===== config.mk =====
export PLATFORM = sky130hd
export DESIGN_NAME = adc_capture
export DESIGN_NICKNAME = d
export VERILOG_FILES = /design/src/rtl/adc_capture.sv
export SDC_FILE = /design/constraint.sdc
export NUM_CORES = 1
export LEC_CHECK = 0
export ABC_AREA = 1
export BUFFER_PORTS_ARGS = -buffer_cell sky130_fd_sc_hd__buf_4
export CAP_MARGIN = 20
export CORE_MARGIN = 4
export CORE_UTILIZATION = 59
export CTS_CLUSTER_SIZE = 8
export DETAILED_ROUTE_END_ITERATION = 12
export MAX_ROUTING_LAYER = met4
export PLACE_DENSITY = 0.86
export SYNTH_ARGS = -nofsm -noshare
export SYNTH_HDL_FRONTEND = slang
export SYNTH_SLANG_ARGS = --single-unit

===== constraint.sdc =====
create_clock -name clk -period 2.4 [get_ports clk]
set_clock_uncertainty 0.2 [all_clocks]
set_input_delay 0.12 -clock clk [delete_from_list [all_inputs] [get_ports clk]]
set_output_delay 0.12 -clock clk [all_outputs]
set_load 0.005 [all_outputs]

===== src/rtl/adc_capture.sv =====
// Periodic capture of three 14-bit serial ADCs (Vdc1, Vdc2, current) on a shared CS/SCLK.
// Optional two-frame averaging when ADC_CAPTURE_AVG_EN is defined.
module adc_capture #(
  parameter int CLK_DIV       = 2,
  parameter int SAMPLE_PERIOD = 100,
  parameter int WARMUP_FRAMES = 4
) (
  input  logic        clk,
  input  logic        rst_n,
  output logic        adc_cs_n,
  output logic        adc_sclk,
  input  logic        sdo_v1,
  input  logic        sdo_v2,
  input  logic        sdo_i,
  output logic [13:0] Vdc1,
  output logic [13:0] Vdc2,
  output logic [13:0] Iref,
  output logic        sync,
  output logic        valid
);

  localparam int CONV_CYCLES = 32 * CLK_DIV;

  typedef enum logic [1:0] {IDLE, CONV, UPDATE, WAIT} state_t;

  state_t      state;
  logic [15:0] period_cnt;
  logic [8:0]  conv_cnt;
  logic [3:0]  div_cnt;
  logic [7:0]  frame_cnt;
  // 14-bit shifters: the two leading frame bits are pushed out the top unexamined
  logic [13:0] shift_v1;
  logic [13:0] shift_v2;
  logic [13:0] shift_i;

  logic [13:0] cur_v1;
  logic [13:0] cur_v2;
  logic [13:0] cur_i;
  logic [13:0] new_v1;
  logic [13:0] new_v2;
  logic [13:0] new_i;

  assign cur_v1 = shift_v1;
  assign cur_v2 = shift_v2;
  assign cur_i  = {~shift_i[13], shift_i[12:0]};

`ifdef ADC_CAPTURE_AVG_EN
  logic [13:0] prev_v1;
  logic [13:0] prev_v2;
  logic [13:0] prev_i;
  logic [14:0] sum_v1;
  logic [14:0] sum_v2;
  logic [14:0] sum_i;

  always_comb begin
    sum_v1 = {1'b0, cur_v1} + {1'b0, prev_v1};
    sum_v2 = {1'b0, cur_v2} + {1'b0, prev_v2};
    sum_i  = {cur_i[13], cur_i} + {prev_i[13], prev_i};
    new_v1 = sum_v1[14:1];
    new_v2 = sum_v2[14:1];
    new_i  = sum_i[14:1];
  end

  always_ff @(posedge clk or negedge rst_n) begin
    if (!rst_n) begin
      prev_v1 <= '0;
      prev_v2 <= '0;
      prev_i  <= '0;
    end else if (state == UPDATE) begin
      prev_v1 <= cur_v1;
      prev_v2 <= cur_v2;
      prev_i  <= cur_i;
    end
  end
`else
  assign new_v1 = cur_v1;
  assign new_v2 = cur_v2;
  assign new_i  = cur_i;
`endif

  always_ff @(posedge clk or negedge rst_n) begin
    if (!rst_n) begin
      period_cnt <= '0;
    end else if (period_cnt == 16'(SAMPLE_PERIOD - 1)) begin
      period_cnt <= '0;
    end else begin
      period_cnt <= period_cnt + 16'd1;
    end
  end

  always_ff @(posedge clk or negedge rst_n) begin
    if (!rst_n) begin
      state     <= IDLE;
      adc_cs_n  <= 1'b1;
      adc_sclk  <= 1'b1;
      conv_cnt  <= '0;
      div_cnt   <= '0;
      frame_cnt <= '0;
      shift_v1  <= '0;
      shift_v2  <= '0;
      shift_i   <= '0;
      Vdc1      <= '0;
      Vdc2      <= '0;
      Iref      <= '0;
      sync      <= 1'b0;
      valid     <= 1'b0;
    end else begin
      valid <= 1'b0;
      case (state)
        IDLE: begin
          if (period_cnt == 16'd0) begin
            state    <= CONV;
            adc_cs_n <= 1'b0;
            adc_sclk <= 1'b0;
            conv_cnt <= '0;
            div_cnt  <= '0;
          end
        end
        CONV: begin
          conv_cnt <= conv_cnt + 9'd1;
          if (div_cnt == 4'(CLK_DIV - 1)) begin
            div_cnt  <= '0;
            adc_sclk <= ~adc_sclk;
            if (!adc_sclk) begin
              shift_v1 <= {shift_v1[12:0], sdo_v1};
              shift_v2 <= {shift_v2[12:0], sdo_v2};
              shift_i  <= {shift_i[12:0], sdo_i};
            end
          end else begin
            div_cnt <= div_cnt + 4'd1;
          end
          if (conv_cnt == 9'(CONV_CYCLES - 1)) begin
            state    <= UPDATE;
            adc_cs_n <= 1'b1;
            adc_sclk <= 1'b1;
          end
        end
        UPDATE: begin
          Vdc1  <= new_v1;
          Vdc2  <= new_v2;
          Iref  <= new_i;
          valid <= 1'b1;
          if (frame_cnt != 8'(WARMUP_FRAMES)) begin
            frame_cnt <= frame_cnt + 8'd1;
          end
          if (frame_cnt >= 8'(WARMUP_FRAMES - 1)) begin
            sync <= 1'b1;
          end
          state <= WAIT;
        end
        WAIT: begin
          // At the shortest legal period the next frame is due while still here
          if (period_cnt == 16'd0) begin
            state    <= CONV;
            adc_cs_n <= 1'b0;
            adc_sclk <= 1'b0;
            conv_cnt <= '0;
            div_cnt  <= '0;
          end else begin
            state <= IDLE;
          end
        end
        default: state <= IDLE;
      endcase
    end
  end

endmodule


# [Word level (Yosys, flattened, before mapping)]
# Index checks and enable logic that the tools add are counted.
[word_totals] ff_bits=127 out_inout_bits=46
[op_classes] add_sub_neg=4 order_cmp=1 n_eq_ne=11 n_mux=17 bitwise=2 n_reduce_logical=11
[op_table] cell="$pmux W9 S2" count=1
[op_table] cell="$add A16 B1 Y16 const B" count=1
[op_table] cell="$eq A16 B7 Y1 const B" count=1
[op_table] cell="$logic_not A16 Y1" count=1
[op_table] cell="$mux W16" count=1
[op_table] cell="$add A9 B1 Y9 const B" count=1
[op_table] cell="$eq A9 B6 Y1 const B" count=1
[op_table] cell="$mux W9" count=1
[op_table] cell="$reduce_and A3 Y1" count=3
[op_table] cell="$add A8 B1 Y8 const B" count=1
[op_table] cell="$ge A8 B2 Y1 const B" count=1
[op_table] cell="$mux W4" count=2
[op_table] cell="$ne A8 B3 Y1 const B" count=1
[op_table] cell="$pmux W2 S4" count=1
[op_table] cell="$pmux W4 S2" count=1
[op_table] cell="$reduce_and A2 Y1" count=4
[op_table] cell="$mux W1" count=6
[op_table] cell="$add A4 B1 Y4 const B" count=1
[op_table] cell="$eq A2 B2 Y1 const B" count=2
[op_table] cell="$eq A4 B1 Y1 const B" count=1
[op_table] cell="$mux W2" count=2
[op_table] cell="$ne A2 B2 Y1 const B" count=2
[op_table] cell="$pmux W1 S2" count=2
[op_table] cell="$ne A3 B3 Y1 const B" count=1
[op_table] cell="other kinds (6)" count=7

# [Depth between registers and ports, before layout]
# Gate-level depths: netlist of run 1.
[depth] depth_word=4 depth_mapped=10 ltp_nobuf=9

# [Least setup slack after synthesis of run 1]
# Ideal clock, no wire load.
[synth_path] kind="register -> register" start="register state[0]" end="register conv_cnt[7]" setup_ns=0.118 arrival_ns=1.499 required_ns=2.082 slack_ns=0.583 stages_incl_launch_ff=10 period_less_slack_ns=1.817 cell_sequence="dfrtp_1 > inv_1 > ha_1 > inv_1 > nand3_2 > nand2_4 > inv_4 > buf_6 > nand2_1 > o21ai_2"
[synth_between] elab_chain_cells=4
[synth_lines] element="start: declaration" line_no="26" text="state_t state;"
[synth_lines] element="start signal: assignment" line_no="93" text="state <= IDLE;"
[synth_lines] element="start signal: assignment" line_no="112" text="state <= CONV;"
[synth_lines] element="start signal: assignment" line_no="133" text="state <= UPDATE;"
[synth_lines] element="$eq A2 B2 Y1 / $logic_not A2 Y1 (equally long branches)" line_no="109" text="case (state)"
[synth_lines] element="$reduce_or A2 Y1 (no source line)"
[synth_lines] element="$ne A2 B1 Y1 (no source line) / $reduce_bool A2 Y1 (equally long branches)"
[synth_lines] element="$reduce_and A2 Y1 (no source line)"
[synth_lines] element="end signal: assignment" line_no="120" text="conv_cnt <= conv_cnt + 9'd1;"
[synth_lines] element="end: declaration" line_no="28" text="logic [8:0] conv_cnt;"
# Parallel ways exist; a longest one is shown, timed or not.
# A chain may end at the register's enable or synchronous reset.

# [Worst setup path in the final report of run 1]
[layout_path] start="register state[0]" end="register div_cnt[2]"
[layout_between] elab_chain_cells=4
[layout_lines] element="$eq A2 B2 Y1 / $logic_not A2 Y1 (equally long branches)" line_no="109"
[layout_lines] element="$reduce_or A2 Y1 (no source line)"
[layout_lines] element="$ne A2 B1 Y1 (no source line) / $reduce_bool A2 Y1 (equally long branches)"
[layout_lines] element="$reduce_and A2 Y1 (no source line)"
[layout_lines] element="end signal: assignment" line_no="130" text="div_cnt <= div_cnt + 4'd1;"
[layout_lines] element="end: declaration" line_no="29" text="logic [3:0] div_cnt;"
# Parallel ways exist; a longest one is shown, timed or not.

==> metrics.md, run 1 <==
| Metric | Value |
|---|---|
| Status | `finished, final reports clean` |
| Largest net degree at the start of global routing | `65` |
| Combinational power share | `0.019` |
| IO Port Bufs | `50` |
| Setup CP Type | `flop to flop` |
| Clock latency on the worst-skew pair | `a little over 0.5 ns` |
| Rel. slew slack | `0.6362` |
| Final Hold Vio Count | `0` |
| GRT overflow | `0` |
| DRT Pass-1 Iters | `5` |
| Crit path DAT | `between 2 and 2.5 ns` |
| Die height | `105.3 um` |
| Reg-to-Reg Start | `state[0]` |
| Post-CTS Resized | `0` |
| VDD IR max | `between 500 and 600 uV` |
| Mapped Area | `roughly 5600 sq um` |
| Hold Path Stages | `4` |
| CTS Buf Count | `17` |
| Hold path endpoint | `shift_i[0]` |
| Clock sinks | `around 130` |
| Postcts setup bufs | `0` |
| Worst EP required | `2.60 ns` |
| RSZ-0062 raised after global routing | `false` |
| CTS root buf | `clkbuf_8` |
| Worst-path fanout max | `12` |
| Largest area contributor in the netlist | `dfrtp_1` |
| Pins over their slew limit | `0` |
| Crit end category | `flop` |
| Synthesized area per cell | `8.667 sq um` |
| HPWL after DPL | `around 7400 um` |
| Fin crit share | `0.8232` |
| Leak | `roughly 0.0036 uW` |
| Vias per cell | `5.337` |
| Post-synth cell types | `30` |
| Die ar. | `roughly 11000 sq um` |
| Max Root-Sink Buffers | `2` |
| Detail Route Antenna Nets | `0` |
| Die X | `~110 um` |
| Commonest non-fill, non-tap cell in the layout | `nand2_1` |
| Diodes inserted | `0` |
| Ports | `approximately 50` |
| GPL Wtd Cong | `just under 0.9` |
| Worst Min Path Start | `sdo_i` |
| Detailed Route WL | `12310 um` |
| Layout Nets | `720` |
| Hold Path Class | `input port to flop` |
| Core area | `between 9000 and 10000 sq um` |
| Tmin final | `just under 2 ns` |
| Post-synthesis register bit count | `~130` |
| Path depth of the worst reg2reg path | `8` |
| Yosys Warn Count | `0` |
| Net Sw Frac | `0.2260` |
| Worst R2R Setup Slack | `between 0.4 and 0.5 ns` |
| DRC violations left | `0` |
| Mapped Cells | `roughly 650` |
| # setup viols final | `0` |
| Sequential area share after synthesis | `0.5689` |
| Most used cell, CP | `inv_1` |
| Worst slew pin tran | `0.5456 ns` |
| Initial Util | `0.6050` |
| Fmax | `between 500 and 600 MHz` |
| Ranking of synthesized cells by area | `dfrtp_1, nand2_1, nand3_1` |
| Antenna violations before repair | `0` |
| Clk network pwr share | `0.536` |
| Startpoint Class | `flop` |
| CP max stage delay | `0.43 ns` |
| Crit-path cells | `inv_1 -> ha_1 -> inv_1 -> nand3_2 -> nand2_4 -> inv_4 -> nand2_1 -> o21ai_2` |
| Hold Buf Count CTS | `6` |
| DR vias | `~4500` |
| Total GRT Usage | `0.2435` |
| Drt initial violations | `280` |
| Internal | `3823 uW` |
| PD cells | `approximately 730 nW/um^2` |
| Fin Setup TNS | `0 ns` |
| Max-Cap Viols | `0` |
| Net switching power | `1117 uW` |
| Sequential power share | `0.445` |
| CTS tree | `built` |
| Area grow syn2layout | `20.66%` |
| Share of layout cells above drive strength 1 | `0.1520` |
| Slowest-stage cell, CP | `dfrtp_1` |
| DR WL/cell | `14.55 um` |
| Placement row count | `35` |
| Util after Layout | `0.7300` |
| Reg2reg end | `div_cnt[2]` |
| Synthesized Nets | `about 660` |
| Commonest cells after routing, fill and taps aside | `nand2_1, dfrtp_1, buf_4` |
| H-tree levels | `4` |
| First-pass GRT wire length | `21310 um` |
| Vias in the first global route | `approximately 4500` |
| Synth top area share | `0.5595` |
| Clk slew on worst S/H paths | `about 0.070 ns` |
==> worst max-delay path: cells and delay by family, from the launching register on <==
| kind | cells | cell delay, ns |
|---|---|---|
| AOI/OAI and AO/OA | 1 | 0.05 |
| and+or+nand+nor | 3 | 0.37 |
| adders and majority gates | 1 | 0.39 |
| DFF | 1 | 0.43 |
| buffers and inverters | 3 | 0.43 |
==> worst max-delay path by stage <==
| stage | start | end | slack, ns |
|---|---|---|---|
| 2_1_floorplan | state[0] | conv_cnt[7] | 0.58 |
| 3_3_place_gp | state[0] | div_cnt[2] | 0.58 |
| 3_5_place_dp | state[0] | conv_cnt[5] | 0.49 |
| 4_1_cts | state[0] | div_cnt[2] | 0.45 |
| 5_1_grt | state[0] | frame_cnt[7] | 0.32 |
| 6_report | state[0] | div_cnt[2] | 0.42 |
==> through the flow <==
step	setup slack, ns	std cells	power, uW	hold slack [ns]	instance area (sq um)
after floorplan	0.5832	645	2253	-0.3756	5590
after global routing	0.3158	846	5085	0.2056	6745
final	0.4243	846	4940	0.1973	6745
after CTS	0.4529	846	4961	0.1895	6745
after global placement	0.5751	808	2311	-0.06731	6067
after detailed placement	0.4860	808	2318	-0.05217	6067
==> final cells by class <==
cell class | instances | area [sq um]
Clock buffer | 17 | 414.1
Fill cell | 604 | 2495
Timing Repair Buffer | 63 | 510.5
Clock inverter | 15 | 193.9
Tap cell | 129 | 161.4
Sequential cell | 127 | 3181
Inverter | 54 | 205.2
Multi-Input combinational cell | 441 | 2079
==> power by group through the flow <==
stage	clock [uW]	combinational (uW)	sequential, uW
floorplan	0	24.7	2230
global placement	0	78.5	2230
detailed placement	0	82.7	2230
CTS	2670	95.9	2200
global route	2780	107	2200
finish	2650	92.1	2200
==> registers in the layout, indices dropped and copies added (netlist names) <==
register and cells:
period_cnt 16, Iref 14, Vdc1 14, Vdc2 14
cur_v1 14, cur_v2 14, shift_i 14, conv_cnt 9
frame_cnt 8, div_cnt 4, state 2, adc_cs_n 1
adc_sclk 1, sync 1, valid 1
==> routing by layer <==
layer | routed length, um | global-route usage | vias to the layer above
met2 | 6357 | 0.4039 | 147
met4 | 281 | 0.08903 | 0
li1 | - | - | 2149
met5 | 0 | - | -
met1 | 5142 | 0.2965 | 2181
met3 | 530 | 0.05021 | 38
==> Yosys cell counts <==
cell / instances
a21oi_1: 10
buf_2: 11
buf_6: 2
clkbuf_1: 9
clkbuf_8: 1
dfrtp_1: 125
dfstp_2: 2
ha_1: 11
inv_1: 53
inv_4: 1
nand2_1: 253
nand2_2: 2
nand2_4: 2
nand3_1: 54
nand3_2: 1
nand4_1: 9
nor2_1: 36
nor2_2: 3
nor2_4: 4
nor3_1: 1
nor3_2: 1
o211ai_1: 1
o21ai_0: 18
o21ai_1: 11
o21ai_2: 3
o21bai_1: 3
o221ai_1: 1
o22ai_1: 1
xnor2_1: 3
xor2_1: 13
==> cells by family (layout without fill, tap and decap cells) <==
group                      count (synthesis)  after routing  share of synthesized area
adders and majority gates                 11             11                    0.02462
DFF                                      127            127                     0.5689
and+or+nand+nor                          366            366                     0.2746
AOI/OAI and AO/OA                         48             48                    0.04767
xor gates and xnor gates                  16             16                    0.02507
buffers and inverters                     77            149                    0.05909
(Power assumes the default switching activity.)
==> run 2: changes to the inputs <==
==> config.mk (replaced) <==
export PLATFORM = sky130hd
export DESIGN_NAME = adc_capture
export DESIGN_NICKNAME = d
export VERILOG_FILES = /design/src/rtl/adc_capture.sv
export SDC_FILE = /design/constraint.sdc
export NUM_CORES = 1
export LEC_CHECK = 0
export ABC_AREA = 0
export BUFFER_PORTS_ARGS = -buffer_cell sky130_fd_sc_hd__buf_4
export CAP_MARGIN = 20
export CORE_MARGIN = 4
export CORE_UTILIZATION = 58
export CTS_CLUSTER_SIZE = 8
export DETAILED_ROUTE_END_ITERATION = 12
export MAX_ROUTING_LAYER = met4
export PLACE_DENSITY = 0.85
export SYNTH_ARGS = -nofsm -noshare
export SYNTH_HDL_FRONTEND = slang
export SYNTH_SLANG_ARGS = --single-unit
==> constraint.sdc (replaced) <==
create_clock -name clk -period 2.02 [get_ports clk]
set_clock_uncertainty 0.2 [all_clocks]
set_input_delay 0.101 -clock clk [delete_from_list [all_inputs] [get_ports clk]]
set_output_delay 0.101 -clock clk [all_outputs]
set_load 0.005 [all_outputs]
==> run 2 against run 1 <==
Largest cell class unchanged. Largest power group unchanged. The run now ends with hold timing, setup timing left. Via count decreased by 23%. Critical path type unchanged. Cell count fell by 29%. Combinational power rose by 13%. Sequential power is 19% higher.
==> metrics.md, run 2 <==
| Metric | Value |
|---|---|
| Post-synthesis register bit count | `127 (unchanged)` |
| Hold Path Class | `input port to async pin` |
| CTS tree | `built` |
| RSZ-0062 raised after global routing | `true` |
| Commonest cells in the netlist | `dfrtp_1, mux2_2, nand2_1` |
| Final Hold Vio Count | `9 (+9)` |
| DRC violations left | `0 (unchanged)` |
| Fmax | `480.0 MHz (-5.2%)` |
| Path depth of the worst reg2reg path | `4 (-4)` |
| Clk network pwr share | `0.522 (-0.014)` |
| Pins over their slew limit | `0 (unchanged)` |
| Die X | `102.9 um (-2.3%)` |
| Worst-path fanout max | `4 (-8)` |
| Total Power | `5693 uW (+15%)` |
| Worst slew pin tran | `0.6004 ns (+0.05478 ns)` |
| Biggest register | `period_cnt` |
| Antenna violations before repair | `0 (unchanged)` |
| Crit end category | `flop` |
| Max-Cap Viols | `0 (unchanged)` |
| CTS root buf | `clkbuf_8` |
| Crit path DAT | `2.28 ns (+0.10 ns)` |
| DRT Pass-1 Iters | `5 (unchanged)` |
| Failing checks | `hold timing, setup timing` |
| Fin crit share | `1.031 (+0.2082)` |
| Max Root-Sink Buffers | `2 (unchanged)` |
| Commonest non-fill, non-tap cell in the layout | `dfrtp_1` |
| HPWL after DPL | `6549 um (-12%)` |
| Area grow syn2layout | `28.73%` |
| Drt initial violations | `164 (-41%)` |
| Crit path from | `period_cnt[13]` |
| Largest net degree at the start of global routing | `49 (-25%)` |
| DR vias | `3477 (-23%)` |
| Ranking of synthesized cells by area | `dfrtp_1, mux2_2, xnor2_1` |
| Synthesized area per cell | `13.68 sq um (+58%)` |
| Top FF cell, synth | `dfrtp_1` |
| Diodes inserted | `0 (unchanged)` |
| Initial Util | `0.5964 (-0.008637)` |
| H-tree levels | `4 (unchanged)` |
| Crit. path cell count | `4 (-4)` |
| First-pass GRT wire length | `17530 um (-18%)` |
| Setup CP Type | `flop to flop` |
| IO Port Bufs | `50 (unchanged)` |
| Worst EP required | `2.22 ns (-0.38 ns)` |
| Max reg flops | `16 (unchanged)` |
| Synth top area share | `0.5985 (+0.03898)` |
| Total GRT Usage | `0.2266 (-0.01689)` |
| CTS Buf Count | `17 (unchanged)` |
| Die ar. | `10590 sq um (-4.5%)` |
| Yosys Warn Count | `0 (unchanged)` |
| Reg-to-Reg Start | `period_cnt[13]` |
| Clock sinks | `127 (unchanged)` |
| Clk slew on worst S/H paths | `0.06 ns (about the same)` |
| Combinational power share | `0.018 (about the same)` |
| Fill count | `488 (-19%)` |
| Sequential power share | `0.460 (+0.015)` |
| # setup viols final | `3 (+3)` |
| GPL Wtd Cong | `0.8704 (-1.2%)` |
| Internal | `4400 uW (+15%)` |
| Commonest cells after routing, fill and taps aside | `dfrtp_1, buf_4, mux2_2` |
| Ports | `51 (unchanged)` |
| Share of layout cells above drive strength 1 | `0.4556 (+0.3036)` |
| CP bufs+invs | `0 (-3)` |
| Area of the multi-input gates | `2029 sq um (-2.4%)` |
| Dpl ws | `-0.02310 ns (-0.5091 ns)` |
| Mapped Cells | `382 (-41%)` |
| VDD IR max | `548.8 uV (+2.8%)` |
| Crit-path cells | `nor4_1 -> nand4_1 -> a21oi_1 -> mux2_2` |
| GRT overflow | `0 (unchanged)` |
| Tmin final | `2.084 ns (+0.1078 ns)` |
| Count leader, synth | `dfrtp_1` |
| Status | `finished with violations` |
| Async SR Flop Fraction | `1.000 (unchanged)` |
| Leak | `0.003261 uW (-10%)` |
| Final WS setup | `-0.06351 ns (-0.4878 ns)` |
| Synthesized Nets | `398 (-40%)` |
| Clock latency on the worst-skew pair | `0.52 ns (about the same)` |
| Mapped Area | `5226 sq um (-6.5%)` |
| Rel. slew slack | `0.5997 (-0.03652)` |
| Detailed Route WL | `11700 um (-5.0%)` |
| FF+latch area | `3181 sq um (unchanged)` |
| Hold slack | `-0.008723 ns (-0.2060 ns)` |
| Fin area | `6728 sq um (-0.26%)` |
| DR WL/cell | `19.37 um (+33%)` |
| Dpl cell area | `5961 sq um (-1.8%)` |
| Core area | `8763 sq um (-5.2%)` |
| Post-synth EDFFs | `0 (unchanged)` |
| Post-synth cell types | `41 (+37%)` |
| Vias in the first global route | `3535 (-22%)` |
| Startpoint Class | `flop` |
| Net switching power | `1292 uW (+16%)` |
| Slowest-stage cell, CP | `nor4_1` |
| Vias per cell | `5.757 (+7.9%)` |
| Placement row count | `34 (-2.9%)` |
| Net Sw Frac | `0.2270 (+0.0009710)` |
| CP max stage delay | `0.49 ns (+0.06 ns)` |
| Detail Route Antenna Nets | `0 (unchanged)` |
| Largest area contributor in the netlist | `dfrtp_1` |
| Die height | `102.9 um (-2.3%)` |
| CP top delay family | `simple AND/OR/NAND/NOR gates` |
| Sequential area share after synthesis | `0.6086 (+0.03964)` |
| PD cells | `846.1 nW/um^2 (+16%)` |
| Layout Nets | `499 (-31%)` |
==> run 2: kinds of logic (layout without fill, tap and decap cells) <==
group | Yosys count | after routing | share of synthesized area
compound gates | 23 | 23 | 0.03088
xor+xnor | 28 | 28 | 0.04692
flops | 127 | 127 | 0.6086
fa+ha+maj | 11 | 11 | 0.02633
buf+inv | 22 | 136 | 0.01700
simple gates | 86 | 86 | 0.08738
mux | 85 | 85 | 0.1829
==> run 2: worst paths after layout <==
kind / end / slack, ns
worst min-delay path: frame_cnt[1] / -0.009
min in group clk: cur_v1[0] / 0.16
max in group asynchronous: cur_v2[5] / 1.16
worst max register to register: state[1] / -0.06
worst max-delay path: state[1] / -0.06
worst min register to register: sync / 0.26
==> run 2: power by group through the flow <==
| stage | registers (uW) | logic (uW) | clock network, uW |
|---|---|---|---|
| final | 2620 | 104 | 2970 |
| after global routing | 2620 | 119 | 3120 |
| after CTS | 2620 | 108 | 2980 |
| after detailed placement | 2660 | 99.2 | 0 |
| after global placement | 2660 | 95.0 | 0 |
| after floorplan | 2650 | 34.8 | 0 |
==> run 2: per-layer routing <==
| metal | vias to the layer above | wire [um] | GRT usage |
|---|---|---|---|
| met5 | - | 0 | - |
| met3 | 30 | 576 | 0.05548 |
| met4 | 0 | 304 | 0.09761 |
| li1 | 1558 | - | - |
| met2 | 134 | 6088 | 0.3621 |
| met1 | 1755 | 4727 | 0.2753 |
==> run 2: metrics by stage <==
step / setup TNS [ns] / cells / utilization
floorplan: -0.03901 / 382 / -
global placement: 0 / 561 / 0.6802
detailed placement: -0.04549 / 561 / 0.6802
CTS: -0.09136 / 599 / 0.7527
global route: -2.943 / 604 / 0.7677
finish: -0.1481 / 604 / 0.7677
==> run 2: timing repair <==
action / in CTS / in global routing
resized for setup: 2 / 14
setup buffers: 2 / 3
cloned: 0 / 2
hold buffers: 4 / 0
endpoints found under the hold margin: 130 / 0
pin swaps: 1 / 2
setup endpoints to repair: 4 / 65
==> run 2: worst reg2reg max path: stages, from the launching register on <==
cell and delay [ns]:
dfrtp_1 0.41, nor4_1 0.49, nand4_1 0.29, a21oi_1 0.22, mux2_2 0.35
==> run 2: final cells by class <==
| class | count | share of cell area |
|---|---|---|
| clock inverter | 14 | 0.02250 |
| sequential | 127 | 0.4728 |
| clock buffer | 18 | 0.06212 |
| inverter | 10 | 0.005579 |
| multi-input combinational | 233 | 0.3017 |
| timing repair buffer | 94 | 0.1153 |
| tap | 108 | 0.02009 |
==> run 3: changes to the inputs <==
--- a/config.mk
+++ b/config.mk
@@ -9,11 +9,12 @@
 export BUFFER_PORTS_ARGS = -buffer_cell sky130_fd_sc_hd__buf_4
 export CAP_MARGIN = 20
 export CORE_MARGIN = 4
-export CORE_UTILIZATION = 58
+export CORE_UTILIZATION = 45
 export CTS_CLUSTER_SIZE = 8
 export DETAILED_ROUTE_END_ITERATION = 12
 export MAX_ROUTING_LAYER = met4
-export PLACE_DENSITY = 0.85
+export PLACE_DENSITY = 0.7
+export SKIP_CTS_REPAIR_TIMING = 1
 export SYNTH_ARGS = -nofsm -noshare
 export SYNTH_HDL_FRONTEND = slang
 export SYNTH_SLANG_ARGS = --single-unit
==> run 3 against run 2 <==
Count of clock-buffer cells in the layout grew 4. Clock power up 1%. The flow still finishes with violations (hold timing, setup timing). Final area rose by 0.17%.
==> metrics.md, run 3 (synthesis results as in run 2) <==
| Metric | Value |
|---|---|
| Status | `finished with violations` |
| Non-filler instance count after layout | `634 (+5.0%)` |
| Die ar. | `13400 sq um (+27%)` |
| Max-Cap Viols | `0 (unchanged)` |
| Biggest register | `period_cnt` |
| Rel. slew slack | `0.6577 (+0.05800)` |
| Slowest-stage cell, CP | `or4b_4` |
| Worst EP required | `2.11 ns (-0.11 ns)` |
| Crit path DAT | `2.16 ns (-0.12 ns)` |
| Fin crit share | `1.027 (-0.004368)` |
| Detail Route Antenna Nets | `0 (unchanged)` |
| Detailed Route WL | `10040 um (-14%)` |
| VDD IR max | `657.3 uV (+20%)` |
| Diodes inserted | `0 (unchanged)` |
| H-tree levels | `4 (unchanged)` |
| Tmin final | `2.075 ns (-0.008823 ns)` |
| Final Hold Vio Count | `1 (-8)` |
| HPWL after DPL | `6664 um (+1.8%)` |
| DR vias | `3288 (-5.4%)` |
| Startpoint Class | `flop` |
| IO Port Bufs | `50 (unchanged)` |
| # setup viols final | `2 (-1)` |
| Failing checks | `hold timing, setup timing` |
| Placed cell count | `599 (+6.8%)` |
| Worst-path fanout max | `4 (unchanged)` |
| Leak | `0.003226 uW (-1.1%)` |
| Clock sinks | `127 (unchanged)` |
| Placement row count | `39 (+15%)` |
| Final WS setup | `-0.05469 ns (+0.008823 ns)` |
| DR WL/cell | `15.83 um (-18%)` |
| First-pass GRT wire length | `16450 um (-6.1%)` |
| GRT overflow | `0 (unchanged)` |
| Vias in the first global route | `3391 (-4.1%)` |
| Commonest non-fill, non-tap cell in the layout | `dfrtp_1` |
| CP max stage delay | `0.47 ns (-0.02 ns)` |
| Worst slew pin tran | `0.5134 ns (-0.08701 ns)` |
| Vias per cell | `5.186 (-9.9%)` |
| Commonest cells after routing, fill and taps aside | `dfrtp_1, mux2_2, buf_4` |
| Clock latency on the worst-skew pair | `0.42 ns (-0.10 ns)` |
| Die X | `115.8 um (+12%)` |
| Total GRT Usage | `0.1648 (-0.06180)` |
| Max Root-Sink Buffers | `2 (unchanged)` |
| Fin Setup TNS | `-0.05648 ns (+0.09164 ns)` |
| CTS root buf | `clkbuf_16` |
| Area grow syn2layout | `28.94%` |
| Hold Path Class | `input port to async pin` |
| Crit end category | `flop` |
| DRC violations left | `0 (unchanged)` |
| Max reg flops | `16 (unchanged)` |
| Antenna violations before repair | `0 (unchanged)` |
| DRT Pass-1 Iters | `4 (-1)` |
| Clk slew on worst S/H paths | `0.06 ns (about the same)` |
| Setup CP Type | `flop to flop` |
| PD cells | `851.2 nW/um^2 (+0.60%)` |
| Share of layout cells above drive strength 1 | `0.4358 (-0.01980)` |
| Drt initial violations | `198 (+21%)` |
| Crit-path cells | `ha_2 -> or4b_4 -> o21a_4 -> a31o_2 -> a221o_1` |
| GPL Wtd Cong | `0.7988 (-8.2%)` |
| Layout Nets | `495 (-0.80%)` |
| Core area | `11370 sq um (+30%)` |
| Pins over their slew limit | `0 (unchanged)` |
| CTS tree | `built` |
| Path depth of the worst reg2reg path | `5 (+1)` |
| RSZ-0062 raised after global routing | `true` |
| CTS Buf Count | `17 (unchanged)` |
| Largest net degree at the start of global routing | `43 (-12%)` |
| Die height | `115.8 um (+12%)` |
| Initial Util | `0.4597 (-0.1367)` |
| Ports | `51 (unchanged)` |
| Fmax | `482.0 MHz (+0.43%)` |
| Hold slack | `-0.0002698 ns (+0.008453 ns)` |
-- run 3: cell types whose count changed in the layout (fill, tap and decap cells not counted), moves of 2 or more --
cell,previous run,this run
clkinvlp_4,2,4
buf_4,86,81
buf_12,2,5
clkbuf_8,1,4
inv_6,6,0
-- run 3: cell type report --
cell class	instances	area [sq um]
Fill cell	878	4631
Clock buffer	22	484.2
Sequential cell	127	3181
Timing Repair Buffer	90	748.2
Clock inverter	9	108.9
Inverter	10	37.54
Tap cell	143	178.9
Multi-Input combinational cell	233	2001
-- run 3: worst max-delay path: cells and delay by family, from the launching register on --
family | cells | cell delay, ns
compound gates | 3 | 0.76
fa+ha+maj | 1 | 0.18
flops | 1 | 0.35
simple gates | 1 | 0.47
-- run 3: metrics by stage --
step	total power (uW)	cell area (sq um)	setup slack [ns]	utilization
CTS	5798	6658	-0.05035	0.5856
floorplan	2683	5226	-0.01958	-
global route	5955	6739	-0.1204	0.5927
global placement	2763	6065	0.03522	0.5334
finish	5736	6739	-0.05469	0.5927
detailed placement	2770	6065	-0.04486	0.5334
-- run 3: metal layers --
| layer | wire, um | vias up | global-route usage |
|---|---|---|---|
| met5 | 0 | - | - |
| met4 | 206 | 0 | 0.06110 |
| met3 | 411 | 18 | 0.05901 |
| met2 | 5160 | 61 | 0.2651 |
| met1 | 4261 | 1652 | 0.1906 |
| li1 | - | 1557 | - |
-- run 3: report_power, final --
group	switching [uW]	leakage (uW)	internal (uW)
combinational	60.5	0.00130	50.2
clock	1080	0.000280	1930
sequential	29.2	0.00165	2590
-- run 3: worst paths after layout --
path                        startpoint    endpoint  slack, ns
hold reg to reg            shift_i[13]    Iref[13]       0.26
setup / recovery           conv_cnt[0]    state[0]      -0.05
min in group clk                sdo_v2   cur_v2[0]       0.26
hold / removal                   rst_n     Iref[7]    -0.0003
setup reg to reg           conv_cnt[0]    state[0]      -0.05
max in group asynchronous        rst_n  cur_v2[10]       1.05
